`src/rtl/sparc_exu_defs.sv`:
```
// Shared defaults for the EXU per-thread state registers: thread count, widths,
// reset constant, and a one-hot check helper.
package sparc_exu_defs;

  localparam int          DEF_NTHR      = 4;
  localparam int          DEF_SIZE      = 3;
  localparam int          MAX_NTHR      = 8;
  localparam logic [63:0] DEF_RESET_VAL = 64'd0;

  // True when more than one bit of a (zero-padded) thread vector is set.
  function automatic logic multi_hot(input logic [MAX_NTHR-1:0] vec);
    return ((vec & (vec - 8'd1)) != 8'd0);
  endfunction

endpackage

```
`src/rtl/sparc_exu_thrreg_ent.sv`:
```
// One per-thread entry: loads commit data when enabled, synchronous reset to
// RESET_VAL.
module sparc_exu_thrreg_ent #(
  parameter int             SIZE      = 3,
  parameter logic [SIZE-1:0] RESET_VAL = {SIZE{1'b0}}
) (
  input  logic            clk,
  input  logic            rst_l,
  input  logic            commit,
  input  logic [SIZE-1:0] din,
  output logic [SIZE-1:0] q
);

  logic [SIZE-1:0] q_r;

  // Entry flop with commit-enable mux.
  always_ff @(posedge clk) begin
    if (!rst_l) begin
      q_r <= RESET_VAL;
    end else if (commit) begin
      q_r <= din;
    end else begin
      q_r <= q_r;
    end
  end

  assign q = q_r;

endmodule

```
`src/rtl/sparc_exu_thrreg.sv`:
```
// Per-thread architectural state register with a one-deep write stage that a
// W+1 kill can cancel. Optional read bypass: define SPARC_EXU_THRREG_BYPASS_EN.
module sparc_exu_thrreg
  import sparc_exu_defs::*;
#(
  parameter int              SIZE      = DEF_SIZE,
  parameter int              NTHR      = DEF_NTHR,
  parameter logic [SIZE-1:0] RESET_VAL = {SIZE{1'b0}}
) (
  input  logic            clk,
  input  logic            rst_l,
  input  logic [NTHR-1:0] thr_out,
  input  logic            wen_w,
  input  logic [NTHR-1:0] thr_w,
  input  logic [SIZE-1:0] data_in_w,
  input  logic            kill_w1,
  output logic [SIZE-1:0] data_out,
  output logic            wr_pend,
  output logic            err_sel
);

  logic            pend_vld_r;
  logic [NTHR-1:0] pend_thr_r;
  logic [SIZE-1:0] pend_data_r;
  logic            err_sel_r;

  logic [NTHR-1:0]     commit_s;
  logic [SIZE-1:0]     entry_s [NTHR];
  logic [SIZE-1:0]     data_out_s;
  logic [MAX_NTHR-1:0] sel_pad_s;

  // Write stage; a new write always loads, kill only affects the old contents.
  always_ff @(posedge clk) begin
    if (!rst_l) begin
      pend_vld_r  <= 1'b0;
      pend_thr_r  <= {NTHR{1'b0}};
      pend_data_r <= {SIZE{1'b0}};
    end else begin
      pend_vld_r  <= wen_w & (|thr_w);
      pend_thr_r  <= thr_w;
      pend_data_r <= data_in_w;
    end
  end

  assign commit_s = {NTHR{pend_vld_r & ~kill_w1}} & pend_thr_r;

  genvar gi;
  generate
    for (gi = 0; gi < NTHR; gi++) begin : g_ent
      sparc_exu_thrreg_ent #(
        .SIZE      (SIZE),
        .RESET_VAL (RESET_VAL)
      ) u_ent (
        .clk    (clk),
        .rst_l  (rst_l),
        .commit (commit_s[gi]),
        .din    (pend_data_r),
        .q      (entry_s[gi])
      );
    end
  endgenerate

  // Read OR-mux over the selected threads.
  always_comb begin
    data_out_s = {SIZE{1'b0}};
    for (int i = 0; i < NTHR; i++) begin
      if (thr_out[i]) begin
`ifdef SPARC_EXU_THRREG_BYPASS_EN
        if (commit_s[i]) begin
          data_out_s = data_out_s | pend_data_r;
        end else begin
          data_out_s = data_out_s | entry_s[i];
        end
`else
        data_out_s = data_out_s | entry_s[i];
`endif
      end else begin
        data_out_s = data_out_s;
      end
    end
  end

  // Zero-pad the read select so the shared helper can check it.
  always_comb begin
    sel_pad_s = {MAX_NTHR{1'b0}};
    sel_pad_s[NTHR-1:0] = thr_out;
  end

  // Sticky multi-hot read select flag, cleared only by reset.
  always_ff @(posedge clk) begin
    if (!rst_l) begin
      err_sel_r <= 1'b0;
    end else if (multi_hot(sel_pad_s)) begin
      err_sel_r <= 1'b1;
    end else begin
      err_sel_r <= err_sel_r;
    end
  end

  assign data_out = data_out_s;
  assign wr_pend  = pend_vld_r;
  assign err_sel  = err_sel_r;

endmodule

```
`config.mk`:
```
export PLATFORM = sky130hd
export DESIGN_NAME = sparc_exu_thrreg
export DESIGN_NICKNAME = d
export VERILOG_FILES = /design/src/rtl/sparc_exu_defs.sv /design/src/rtl/sparc_exu_thrreg_ent.sv /design/src/rtl/sparc_exu_thrreg.sv
export SDC_FILE = /design/constraint.sdc
export NUM_CORES = 1
export LEC_CHECK = 0
export CAP_MARGIN = 20
export CORE_UTILIZATION = 49
export CTS_BUF_LIST = sky130_fd_sc_hd__clkbuf_8
export CTS_CLUSTER_SIZE = 24
export DETAILED_ROUTE_END_ITERATION = 10
export PLACE_DENSITY = 0.87
export REMOVE_ABC_BUFFERS = 1
export SLEW_MARGIN = 20
export SYNTH_ARGS = -nofsm -noshare
export SYNTH_HDL_FRONTEND = slang
export SYNTH_HIERARCHICAL = 1
export SYNTH_SLANG_ARGS = --single-unit
```
`constraint.sdc`:
```
create_clock -name clk -period 1.1 [get_ports clk]
set_input_delay 0.22 -clock clk [delete_from_list [all_inputs] [get_ports clk]]
set_output_delay 0.22 -clock clk [all_outputs]
set_load 0.03 [all_outputs]
```
Yosys cells after proc, flatten, opt, wreduce, memory -nomap -nowiden
Index checks and enable logic that the tools add are counted.

Bits of input ports: 15. Logic and storage cells: 23. Latch bits: 0. Flip-flop bits (word level): 21. Output and inout bits: 5. Bits in read-only memories: 0. Memories kept: 0. RAM bits: 0.

Equality and inequality tests: 0. $mul: 0. Reductions and logical operators: 2. $add $sub $neg: 1. Bitwise logic cells: 8. Mux-type cells: 4. Shift operators: 0. Order comparisons: 0. Divide/modulo/power cells: 0.

Operator list (number): 3-bit 2-to-1 mux (4); 3-bit OR (3); 4-bit by 8-bit AND with 8-bit output (1); 8-bit nonzero test (1); 4-bit by 1-bit subtractor with 5-bit output, second input constant (1); 4-bit AND (1); 4-bit OR reduction (1); 1-bit AND (2); 1-bit NOT (1).

Logic depth before layout (Yosys ltp)
Depth after elaboration: 7. Mapped depth: 4. Gate-level depth less buffers: 4.

Cells and area by module
Netlist, hierarchy kept.

By module, submodules not included: sparc_exu_thrreg_ent (area each 108.9 um2, sequential area each 60.1 um2, times used 4, cells an instance 9); sparc_exu_thrreg (area each 352.8 um2, sequential area each 180.2 um2, times used 1, cells an instance 36).

Worst setup path before layout
No wires, ideal clock.

Path kind: register -> register. From: reg pend_vld_r, in the netlist wr_pend. To: reg g_ent[0].u_ent.q_r[0]. Path buffers: 0. Setup time: 0.116 ns. Required time: 0.984 ns. Stages on the path, launching flop included: 5. Slack: -0.165 ns. Data arrival time: 1.149 ns. Period minus slack after synthesis: 1.265 ns. Cell sequence: dfxtp_1 nor2b_1 and2_1 mux2i_1 nor2b_1.

Longest elaborated chain between the ends: 2.

Ends and longest elaborated chain: start: declaration (RTL line sparc_exu_thrreg.sv:22) `logic pend_vld_r;`; start signal: assignment (RTL line sparc_exu_thrreg.sv:39) `pend_vld_r <= wen_w & (|thr_w);`; 1-bit AND (RTL line sparc_exu_thrreg.sv:45) `assign commit_s = {NTHR{pend_vld_r & ~kill_w1}} & pend_thr_r;`; 4-bit AND (RTL line sparc_exu_thrreg.sv:45); via commit_s[0] (RTL line sparc_exu_thrreg.sv:27) `logic [NTHR-1:0] commit_s;`; end signal: assignment (RTL line sparc_exu_thrreg_ent.sv:21) `q_r <= din;`; end signal: assignment (RTL line sparc_exu_thrreg_ent.sv:23) `q_r <= q_r;`; end: declaration (RTL line sparc_exu_thrreg_ent.sv:14) `logic [SIZE-1:0] q_r;`.

The timed path passes the listed nets, and every way through them passes these cells. A chain may end at the register's enable or synchronous reset.

Worst setup path after layout
From: in thr_out[2]. To: out data_out[0].

Longest elaborated chain between the ends: 3.

Ends and longest elaborated chain: start: declaration (RTL line sparc_exu_thrreg.sv:12) `input logic [NTHR-1:0] thr_out,`; 3-bit 2-to-1 mux (*) (RTL line sparc_exu_thrreg.sv:67) `if (thr_out[i]) begin`; 3-bit OR (RTL line sparc_exu_thrreg.sv:75) `data_out_s = data_out_s | entry_s[i];`; 3-bit 2-to-1 mux (*) (RTL line sparc_exu_thrreg.sv:67); end: declaration (RTL line sparc_exu_thrreg.sv:17) `output logic [SIZE-1:0] data_out,`.

Mark *: on every way between the ends. The rest lies on a longest branch, timed or not.

==> metrics.txt <==
top-area cell type share of the netlist area 53.3%; PwrDens approximately 1300 mW/mm2; unrepaired setup endpoints after global routing true; Post-Place Setup Slack -0.404 ns; Arrival @ worst endpoint just over 1 ns; crit-path max FO 5; fmax roughly 800 MHz; post-route setup TNS -0.344 ns; FF-to-FF path depth 4; Port Buffer Count 19; largest family of logic cells by synthesized area simple AND/OR/NAND/NOR gates; final slew viol count 0; share of cells above drive strength 1 between 20% and 30%; max-cap violations 0; die footprint between 0.0015 and 0.002 mm2; Tot Pwr approximately 0.0014 W; count leader, synth dfxtp_1; Leak 0.421 nW; Hold Path Depth 3; diode count 0; largest net degree at the start of global routing 22; Initial Utilization 52.3%; number of fill cells roughly 110; status finished, violations left; Rows 14; DR vias roughly 610; Die X between 40 and 50 um; drt first pass iters 3; clk slew on worst S/H paths roughly 0.07 ns; initial antenna violation count 0; Tot GR Track Use about 22%; register area share after synthesis about 53%; Final setup violation count 4; asr flop ratio synth 0%; Yosys top cell by area dfxtp_1; WL/cell 15.6 um; commonest cells in the netlist dfxtp_1, nor2b_1, mux2i_1, and2_1, a22oi_1; mux cell area share after synthesis about 15%; kind of critical path in -> out; total gr overflow 0; largest cells by area after synthesis dfxtp_1, mux2i_1, nor2b_1; Root Driver clkbuf_8; number of synthesized register bits 21; synth warn 6; Worst Clk Skew about 0.00062 ns; CTS tree built; critical path's slowest cell clkdlybuf4s15_1; chip height ~42 um; final WL ~1800 um; Post-Synth Adder-Cell Area around 1.3%; core area around 0.0015 mm2; Avg Cell Area, Syn about 11 um2; WP depth 4; worst skew pair latency 0.25 ns; synthesized area 788 um2; Num CTS Buffers 3; P&R area growth vs syn 42.4%; Placer Congestion 0.828; Post-synth EDFFs 0; most used flip-flop cell after synthesis dfxtp_1; vias in the first global route around 600; Net count, final between 100 and 150; CP Capture Type output pin; Final Cycle Share 111%; H-Tree Depth 1; Hold Vio Cnt, Final 0; crit-path leading delay family buffers and inverters; Least-Margin Pin Slew ~0.26 ns; worst setup margin -0.126 ns; post-synthesis cell type count 11; DRC viols 0; Final ANT Viol Nets 0; Mapped Cells 72; Tmin final 1.23 ns; vias per cell ~5.3; DR iter-0 viols 8; xor and xnor fraction of the mapped netlist area 0%; required time worst endpoint just under 0.9 ns; Post-Synth Simple-Gate Area 23.2%; Synth Area in Compound Gates between 6 and 7%; Worst Setup Start Kind input pin; worst rel slew slack roughly 83%; Hold Path Class in -> reg; crit path buf inv count 2; global-route wire length before repair approximately 2900 um; num ports 20; failing checks setup timing; largest stage delay on the critical path between 0.2 and 0.3 ns; cells along the critical path clkdlybuf4s15_1, a22oi_2, nand2_1, buf_6; worst-case clock buffer depth 2; worst vdd ir approximately 970 uV; DP HPWL around 1100 um; CTS Sinks 21
-- metrics by stage --
step                cells  util, %  hold slack (ns)  area [um2]
floorplan              72        -            0.339         788
global placement      109     67.3            0.503        1010
detailed placement    109     67.3            0.519        1010
CTS                   114     74.3            0.477        1120
global route          114     74.5            0.532        1120
finish                114     74.5            0.503        1120
-- state kept, by name, summed over array words and instances (netlist names) --
signal and flops:
pend_thr_r 4, pend_data_r 3, wr_pend 1, err_sel 1, g_ent.u_ent/q 12
-- report_power, final --
group | switching, W | internal [W]
combinational | 0.0000607 | 0.0000869
clock | 0.000226 | 0.000248
sequential | 0.0000172 | 0.000783
-- routing by layer --
| layer | global-route usage (%) | share of wire [%] |
|---|---|---|
| met3 | 3.88 | 4.5 |
| met1 | 27.0 | 42 |
| met4 | 7.50 | 1.2 |
| met5 | 0 | 0 |
| met2 | 39.1 | 53 |
-- worst paths after layout --
path              startpoint                  end  slack, ns
setup / recovery  thr_out[2]          data_out[0]      -0.13
hold / removal         wen_w              wr_pend       0.50
hold reg to reg      err_sel              err_sel       0.53
setup reg to reg     wr_pend  g_ent[1].u_ent/q[2]      -0.02
-- final cells by class --
cell class                      instances  area (um2)  share of cell area (%)
Sequential cell                        21         429                    38.2
Multi-Input combinational cell         51         409                    36.5
Timing Repair Buffer                   22         219                    19.5
Clock buffer                            3        41.3                    3.68
Tap cell                               16        20.0                    1.78
Clock inverter                          1        3.75                   0.334
-- placed cells by master (no fill, tap or decap) --
master | netlist | final
a22oi_1 | 6 | 2
a22oi_2 | 0 | 4
and2_1 | 11 | 7
and2_4 | 0 | 4
buf_12 | 0 | 1
buf_4 | 0 | 4
buf_6 | 0 | 3
clkbuf_8 | 0 | 3
clkdlybuf4s15_1 | 0 | 1
clkdlybuf4s50_1 | 0 | 9
dfxtp_1 | 21 | 14
dfxtp_2 | 0 | 7
dlygate4sd2_1 | 0 | 4
inv_1 | 0 | 1
maj3_1 | 1 | 1
mux2i_1 | 12 | 11
mux2i_2 | 0 | 1
nand2_1 | 4 | 4
nor2_1 | 1 | 1
nor2b_1 | 13 | 12
nor2b_4 | 0 | 1
nor4_1 | 1 | 1
o311a_1 | 1 | 1
or4_1 | 1 | 1
-- worst reg2reg max path: stages, from the launching register on --
cell	delay, ns
dfxtp_2	0.33
nor2b_4	0.18
and2_4	0.20
mux2i_2	0.24
nor2b_1	0.07
-- repair_timing --
| item | CTS | global route |
|---|---|---|
| pin swaps | 8 | 6 |
| cloned | 0 | 0 |
| hold buffers | 0 | 0 |
| buffers inserted | 1 | 0 |
| setup endpoints to repair | 16 | 16 |
| gates resized for setup | 27 | 3 |
-- kinds of logic after synthesis --
family	count (synthesis)
muxes	12
DFF	21
adders and majority gates	1
and+or+nand+nor	31
AOI/OAI and AO/OA	7
Power figures use the tool's default switching activity.
